<file path="config.mk">
export PLATFORM = sky130hd
export DESIGN_NAME = bb_pulse_gen
export DESIGN_NICKNAME = d
export VERILOG_FILES = /design/src/rtl/bb_pkg.sv /design/src/rtl/bb_phase_cnt.sv /design/src/rtl/bb_pulse_gen.sv
export SDC_FILE = /design/constraint.sdc
export NUM_CORES = 1
export LEC_CHECK = 0
export CAP_MARGIN = 15
export CORE_MARGIN = 4
export CORE_UTILIZATION = 54
export CTS_BUF_LIST = sky130_fd_sc_hd__clkbuf_4 sky130_fd_sc_hd__clkbuf_8 sky130_fd_sc_hd__clkbuf_16
export CTS_CLUSTER_SIZE = 10
export DETAILED_ROUTE_END_ITERATION = 6
export GPL_TIMING_DRIVEN = 0
export PLACE_DENSITY_LB_ADDON = 0.08
export REMOVE_ABC_BUFFERS = 1
export SYNTH_ARGS = -nofsm -noshare
export SYNTH_HDL_FRONTEND = slang
export SYNTH_SLANG_ARGS = --single-unit
</file>
<file path="constraint.sdc">
create_clock -name clk -period 7.03 [get_ports clk]
set_clock_uncertainty 0.15 [all_clocks]
set_input_delay 1.0545 -clock clk [delete_from_list [all_inputs] [get_ports clk]]
set_output_delay 1.0545 -clock clk [all_outputs]
set_load 0.01 [all_outputs]
</file>
<file path="src/rtl/bb_pkg.sv">
// -----------------------------------------------------------------------------
// bb_pkg
// Shared definitions for the bridge-channel pulse generator:
//   - default counter widths (phase timer and bipolar cycle counter)
//   - FSM state encoding
//   - busy-state decode helper shared by next-state and output logic
// -----------------------------------------------------------------------------
package bb_pkg;

    // Default width of the pulse-width / dead-time / df-length counters.
    localparam int unsigned DEF_CNT_W = 16;
    // Default width of the bipolar cycle-count input and counter.
    localparam int unsigned DEF_NUM_W = 8;

    // Sequencer states. IDLE waits for start, FWD/DT1/BACK/DT2 form one
    // bipolar cycle, DFP is the discharge pulse and FIN the done cycle.
    typedef enum logic [2:0] {
        ST_IDLE = 3'd0,
        ST_FWD  = 3'd1,
        ST_DT1  = 3'd2,
        ST_BACK = 3'd3,
        ST_DT2  = 3'd4,
        ST_DFP  = 3'd5,
        ST_FIN  = 3'd6
    } bb_state_e;

    // A sequence is "in flight" (busy, abortable) in every state between
    // IDLE and FIN, exclusive of both.
    function automatic logic is_active(input bb_state_e s);
        return (s == ST_FWD) || (s == ST_DT1) || (s == ST_BACK) ||
               (s == ST_DT2) || (s == ST_DFP);
    endfunction

endpackage

</file>
<file path="src/rtl/bb_phase_cnt.sv">
// -----------------------------------------------------------------------------
// bb_phase_cnt
// Loadable down-counter with terminal-count flag.
//
// The owner loads (length - 1) when entering a phase and asserts en_i on
// every cycle the phase continues; the phase ends in the cycle where tc_o is
// high. The counter saturates at zero so it can never wrap, which keeps the
// full 2^W - 1 range usable.
//
// Ports:
//   clk         in   system clock
//   rst         in   synchronous active-high reset (count -> 0)
//   load_i      in   load load_val_i (takes priority over en_i)
//   load_val_i  in   W-bit value to load
//   en_i        in   decrement enable
//   tc_o        out  terminal count: count is zero
// -----------------------------------------------------------------------------
module bb_phase_cnt #(
    parameter int W = 16
) (
    input  logic         clk,
    input  logic         rst,
    input  logic         load_i,
    input  logic [W-1:0] load_val_i,
    input  logic         en_i,
    output logic         tc_o
);

    logic [W-1:0] cnt_q;
    logic [W-1:0] cnt_d;

    localparam logic [W-1:0] CNT_ONE = W'(1);

    always_comb begin
        cnt_d = cnt_q;
        if (load_i) begin
            cnt_d = load_val_i;
        end else if (en_i && (cnt_q != '0)) begin
            // Saturating decrement: holding at zero prevents underflow.
            cnt_d = cnt_q - CNT_ONE;
        end
    end

    always_ff @(posedge clk) begin
        if (rst) begin
            cnt_q <= '0;
        end else begin
            cnt_q <= cnt_d;
        end
    end

    assign tc_o = (cnt_q == '0);

endmodule

</file>
<file path="src/rtl/bb_pulse_gen.sv">
// -----------------------------------------------------------------------------
// bb_pulse_gen
// Forward / back / df drive waveform generator for one source set of the
// bridge-channel selector.
//
// On an accepted start it emits num bipolar cycles
//   forward (pw) -> dead (dt) -> back (pw) -> dead (dt)
// followed by one df discharge pulse (df_len), then a one-cycle done.
// Configuration is latched at start; later input changes are ignored until
// the next start. All outputs come straight from flip-flops.
//
// Ports:
//   clk     in   system clock, rising edge
//   rst     in   synchronous active-high reset
//   start   in   one-cycle request, sampled only in IDLE
//   abort   in   cancels a sequence in flight (no done); no effect in IDLE
//   pw      in   forward/back pulse width in cycles
//   dt      in   dead time in cycles (0 skips dead-time phases)
//   df_len  in   discharge pulse width in cycles (0 skips df)
//   num     in   number of bipolar cycles (0 -> df only)
//   forward out  forward drive
//   back    out  back drive
//   df      out  discharge drive
//   busy    out  sequence in flight
//   done    out  one-cycle pulse at normal completion
// -----------------------------------------------------------------------------
module bb_pulse_gen
    import bb_pkg::*;
#(
    parameter int CNT_W = DEF_CNT_W,
    parameter int NUM_W = DEF_NUM_W
) (
    input  logic             clk,
    input  logic             rst,
    input  logic             start,
    input  logic             abort,
    input  logic [CNT_W-1:0] pw,
    input  logic [CNT_W-1:0] dt,
    input  logic [CNT_W-1:0] df_len,
    input  logic [NUM_W-1:0] num,
    output logic             forward,
    output logic             back,
    output logic             df,
    output logic             busy,
    output logic             done
);

    localparam logic [CNT_W-1:0] CNT_ONE = CNT_W'(1);
    localparam logic [NUM_W-1:0] NUM_ONE = NUM_W'(1);

    // FSM state
    bb_state_e state_q;
    bb_state_e state_d;

    // Latched configuration. The bipolar cycle count lives in the cycle
    // counter itself, so no separate copy of num is kept.
    logic [CNT_W-1:0] pw_q;
    logic [CNT_W-1:0] dt_q;
    logic [CNT_W-1:0] df_len_q;
    logic             cfg_latch;

    // Phase timer control
    logic             ph_load;
    logic [CNT_W-1:0] ph_val;
    logic             ph_en;
    logic             ph_tc;

    // Cycle counter control
    logic             cyc_load;
    logic [NUM_W-1:0] cyc_val;
    logic             cyc_en;
    logic             cyc_tc;

    // Set when a bipolar cycle finishes (end of DT2, or end of BACK when the
    // dead time is zero); the follow-on decision is shared by both paths.
    logic             cyc_end;

    // Registered outputs and their next-state values
    logic forward_q, back_q, df_q, busy_q, done_q;
    logic forward_d, back_d, df_d, busy_d, done_d;

    // -------------------------------------------------------------------------
    // Counters
    // -------------------------------------------------------------------------
    bb_phase_cnt #(
        .W (CNT_W)
    ) u_phase_cnt (
        .clk        (clk),
        .rst        (rst),
        .load_i     (ph_load),
        .load_val_i (ph_val),
        .en_i       (ph_en),
        .tc_o       (ph_tc)
    );

    bb_phase_cnt #(
        .W (NUM_W)
    ) u_cycle_cnt (
        .clk        (clk),
        .rst        (rst),
        .load_i     (cyc_load),
        .load_val_i (cyc_val),
        .en_i       (cyc_en),
        .tc_o       (cyc_tc)
    );

    // -------------------------------------------------------------------------
    // Next-state logic
    // -------------------------------------------------------------------------
    always_comb begin
        state_d   = state_q;
        cfg_latch = 1'b0;
        ph_load   = 1'b0;
        ph_val    = '0;
        ph_en     = 1'b0;
        cyc_load  = 1'b0;
        cyc_val   = '0;
        cyc_en    = 1'b0;
        cyc_end   = 1'b0;

        unique case (state_q)
            ST_IDLE: begin
                if (start) begin
                    // Raw inputs are used here because the latched copies
                    // only become valid on this same edge.
                    cfg_latch = 1'b1;
                    cyc_load  = 1'b1;
                    cyc_val   = (num == '0) ? '0 : (num - NUM_ONE);
                    if ((num != '0) && (pw != '0)) begin
                        state_d = ST_FWD;
                        ph_load = 1'b1;
                        ph_val  = pw - CNT_ONE;
                    end else if (df_len != '0) begin
                        state_d = ST_DFP;
                        ph_load = 1'b1;
                        ph_val  = df_len - CNT_ONE;
                    end else begin
                        state_d = ST_FIN;
                    end
                end
            end

            ST_FWD: begin
                if (ph_tc) begin
                    ph_load = 1'b1;
                    if (dt_q != '0) begin
                        state_d = ST_DT1;
                        ph_val  = dt_q - CNT_ONE;
                    end else begin
                        state_d = ST_BACK;
                        ph_val  = pw_q - CNT_ONE;
                    end
                end else begin
                    ph_en = 1'b1;
                end
            end

            ST_DT1: begin
                if (ph_tc) begin
                    state_d = ST_BACK;
                    ph_load = 1'b1;
                    ph_val  = pw_q - CNT_ONE;
                end else begin
                    ph_en = 1'b1;
                end
            end

            ST_BACK: begin
                if (ph_tc) begin
                    if (dt_q != '0) begin
                        state_d = ST_DT2;
                        ph_load = 1'b1;
                        ph_val  = dt_q - CNT_ONE;
                    end else begin
                        cyc_end = 1'b1;
                    end
                end else begin
                    ph_en = 1'b1;
                end
            end

            ST_DT2: begin
                if (ph_tc) begin
                    cyc_end = 1'b1;
                end else begin
                    ph_en = 1'b1;
                end
            end

            ST_DFP: begin
                if (ph_tc) begin
                    state_d = ST_FIN;
                end else begin
                    ph_en = 1'b1;
                end
            end

            ST_FIN: begin
                state_d = ST_IDLE;
            end

            default: begin
                state_d = ST_IDLE;
            end
        endcase

        // End of a bipolar cycle: the cycle counter holds (cycles left - 1),
        // so terminal count means this was the last one.
        if (cyc_end) begin
            if (!cyc_tc) begin
                cyc_en  = 1'b1;
                state_d = ST_FWD;
                ph_load = 1'b1;
                ph_val  = pw_q - CNT_ONE;
            end else if (df_len_q != '0) begin
                state_d = ST_DFP;
                ph_load = 1'b1;
                ph_val  = df_len_q - CNT_ONE;
            end else begin
                state_d = ST_FIN;
            end
        end

        // Abort only cancels a sequence in flight; in IDLE a coincident
        // start still wins.
        if (abort && is_active(state_q)) begin
            state_d  = ST_IDLE;
            ph_load  = 1'b0;
            ph_en    = 1'b0;
            cyc_load = 1'b0;
            cyc_en   = 1'b0;
        end
    end

    // -------------------------------------------------------------------------
    // Output decode (from next state, registered below)
    // -------------------------------------------------------------------------
    always_comb begin
        forward_d = (state_d == ST_FWD);
        back_d    = (state_d == ST_BACK);
        df_d      = (state_d == ST_DFP);
        busy_d    = is_active(state_d);
        done_d    = (state_d == ST_FIN);
    end

    // -------------------------------------------------------------------------
    // State and output registers
    // -------------------------------------------------------------------------
    always_ff @(posedge clk) begin
        if (rst) begin
            state_q   <= ST_IDLE;
            forward_q <= 1'b0;
            back_q    <= 1'b0;
            df_q      <= 1'b0;
            busy_q    <= 1'b0;
            done_q    <= 1'b0;
        end else begin
            state_q   <= state_d;
            forward_q <= forward_d;
            back_q    <= back_d;
            df_q      <= df_d;
            busy_q    <= busy_d;
            done_q    <= done_d;
        end
    end

    // Configuration latch
    always_ff @(posedge clk) begin
        if (rst) begin
            pw_q     <= '0;
            dt_q     <= '0;
            df_len_q <= '0;
        end else if (cfg_latch) begin
            pw_q     <= pw;
            dt_q     <= dt;
            df_len_q <= df_len;
        end
    end

    assign forward = forward_q;
    assign back    = back_q;
    assign df      = df_q;
    assign busy    = busy_q;
    assign done    = done_q;

endmodule
</file>
==> impl_metrics.json <==
{
  "status": "finished, final reports clean",
  "min_path_cells": 2,
  "hp-class": "flip-flop to flip-flop",
  "yosysSeqAreaShare": 0.266,
  "n_fill_cell": 977,
  "min_period_ns": 4.88,
  "start_util": 0.553,
  "totalWireLength_um": 19600,
  "finalCritPeriodShare": 0.694,
  "drv_cap": 0,
  "fp.dieArea_mm2": 0.0129,
  "drt.antenna.violating_nets": 0,
  "ctsLongestPathBuffers": 2,
  "setup_ws_ns": 2.15,
  "p_leak_nw": 2.51,
  "rsz0062_at_grt": "false",
  "area_growth_pct": 16.5,
  "ys.flop_type": "dfxtp_1",
  "grt_max_degree": 44,
  "grt_pass1_wl_um": 31700,
  "crit_fanout": 19,
  "synth_largest_area_cell": "dfxtp_1",
  "start_kind": "input pin",
  "core_area_mm2": 0.0109,
  "post_cts_buffers": 0,
  "relSlewSlack": 0.303,
  "reg2reg_to": "u_phase_cnt.cnt_q[3]",
  "drt-pass1-iter-count": 5,
  "final_util": 0.644,
  "hold_viol_final": 0,
  "drive_gt1_frac": 0.0621,
  "reg2reg_slack_ns": 2.49,
  "multi_input_area_mm2": 0.00417,
  "holdPathEnd": "pw_q[15]",
  "yosysTopAreaCellShare": 0.266,
  "netlist_instances": 820,
  "cts.htree.levels": 3,
  "yosysMostFrequentCell": "nand2_1",
  "syn_area_per_cell_um2": 7.34,
  "io_buffer_count": 64,
  "r2r_start": "state_q[0]",
  "antenna_found_initial": 0,
  "hold_ws_ns": 0.330,
  "viasPerCell": 6.49,
  "drtIter0Drc": 633,
  "fp.dieH_um": 114,
  "cts-resized-gates": 0,
  "ys_ff_latch": 80,
  "dr_wl_met2_um": 8980,
  "io_pins": 65,
  "fmax_mhz": 205,
  "gp_congestion": 0.971,
  "synth.area.top_cells": "dfxtp_1 27%, nand2_1 8.5%, a21oi_1 7.3%, xnor2_1 5.5%, xor2_1 4.1%",
  "endpoint_kind": "flip-flop",
  "vias": 6553,
  "synth_cell_types": 72,
  "std_cell_rows": 38,
  "cts_num_sinks": 80,
  "synth-edff-count": 0,
  "grt_pass1_vias": 5985,
  "setup_viol_count_final": 0,
  "cts_tree": "built",
  "grtUsageTotal": 0.306,
  "place_ws_ns": 1.88,
  "dp_hpwl_um": 15300,
  "highest_layer": "met4",
  "power_density_mw_per_mm2": 299,
  "cts_hold_buf": 0,
  "regArea_mm2": 0.00160,
  "synth-async-reset-ratio": 0,
  "critPathKind": "input pin to flip-flop",
  "die_w_um": 114,
  "insertion_delay_ns": 0.38,
  "layout.nets": 940,
  "wire_per_inst_um": 19.4,
  "wl_met3_um": 1470,
  "ff2ff_path_depth": 9,
  "drc": 0,
  "worst_pin_slew_ns": 1.04,
  "cts_buffers": 9,
  "hp-start": "pw_q[15]",
  "clk_pin_slew_worst_paths_ns": 0.09,
  "syn_area_mm2": 0.00602,
  "ir_worst_vdd_mv": 0.207,
  "cp.arrival_ns": 5.02,
  "yosys_warnings": 0,
  "finalPower_mw": 2.10,
  "wl_met1_um": 8570,
  "required_ns": 7.16,
  "slew_violations": 0,
  "grt.overflow.total": 0,
  "diodes": 0,
  "synth_common_cells": "136 x nand2_1, 88 x a21oi_1, 80 x dfxtp_1",
  "clock-root-buffer": "clkbuf_8"
}
## per-layer routing
metal | up-vias | GRT usage
met2 | 293 | 0.482
met1 | 3107 | 0.414
met3 | 42 | 0.0541
met4 | 0 | 0.124
li1 | 3111 | -
met5 | - | 0
## worst max-delay path, stage by stage
cell,delay (ns)
clkdlybuf4s50_1,0.53
inv_1,0.13
ha_1,0.17
nor4b_1,0.23
and4_1,0.57
a2bb2oi_1,0.74
o31a_1,0.28
a31oi_1,0.12
mux2i_4,0.47
or2_1,0.40
inv_2,0.08
a32o_1,0.22
## layout make-up
class,count,area share
Inverter,27,0.0145
Timing Repair Buffer,74,0.109
Multi-Input combinational cell,673,0.594
Sequential cell,80,0.228
Tap cell,140,0.0250
Clock buffer,9,0.0177
Clock inverter,7,0.0114
## layout by cell type, fill, tap and decap left out, types with 14 or more instances in the layout
| master | netlist | routed |
|---|---|---|
| xnor2_1 | 38 | 38 |
| inv_1 | 24 | 24 |
| xor2_1 | 28 | 28 |
| nor4_1 | 25 | 25 |
| a211oi_1 | 15 | 14 |
| nand2_1 | 136 | 136 |
| a21oi_1 | 88 | 88 |
| nor2_1 | 55 | 55 |
| clkdlybuf4s50_1 | 0 | 63 |
| nor3_1 | 37 | 37 |
| dfxtp_1 | 80 | 80 |
| or3_1 | 16 | 16 |
| o21ai_0 | 28 | 28 |
| or4_1 | 15 | 15 |
| ha_1 | 15 | 15 |
## report_power, final
part           total, mW  switching, mW  internal, mW
registers          0.644          0.106         0.539
logic               1.09          0.671         0.420
clock network      0.361          0.193         0.168
total               2.10          0.970          1.13
## kinds of logic after synthesis
kind of cell | after synthesis | synth area share
adder cells (fa/ha/maj) | 15 | 0.0312
flip-flops | 80 | 0.266
AO/OA/AOI/OAI | 224 | 0.243
buffers and inverters | 67 | 0.0435
XOR/XNOR | 66 | 0.0961
AND/OR/NAND/NOR | 359 | 0.302
multiplexers | 9 | 0.0179
## sequential cells by signal, indices dropped and copies added (netlist names)
name / cells
state_q: 3
df_len_q: 16
done: 1
u_phase_cnt.cnt_q: 16
pw_q: 16
forward: 1
busy: 1
dt_q: 16
back: 1
u_cycle_cnt.cnt_q: 8
df: 1
## how the worst max path moves through the flow
stage / from / end / slack, ns / cells past startpoint
6_report: df_len[0] / u_phase_cnt.cnt_q[3] / 2.15 / 12
5_1_grt: df_len[0] / u_phase_cnt.cnt_q[5] / 1.94 / 12
4_1_cts: df_len[0] / u_phase_cnt.cnt_q[3] / 2.30 / 12
3_5_place_dp: df_len[0] / u_phase_cnt.cnt_q[3] / 1.88 / 12
3_3_place_gp: start / u_phase_cnt.cnt_q[12] / -6.20 / 8
2_1_floorplan: start / u_phase_cnt.cnt_q[12] / -1.54 / 7
## through the flow
step	cells	cell area, µm²	TNS (ns)
5_1_grt	1010	7010	0
6_report	1010	7010	0
4_1_cts	1010	7010	0
3_3_place_gp	984	6670	-291.43
3_5_place_dp	994	6810	0
2_1_floorplan	780	5860	-23.47
No activity file was read; power rests on OpenSTA's default activity.
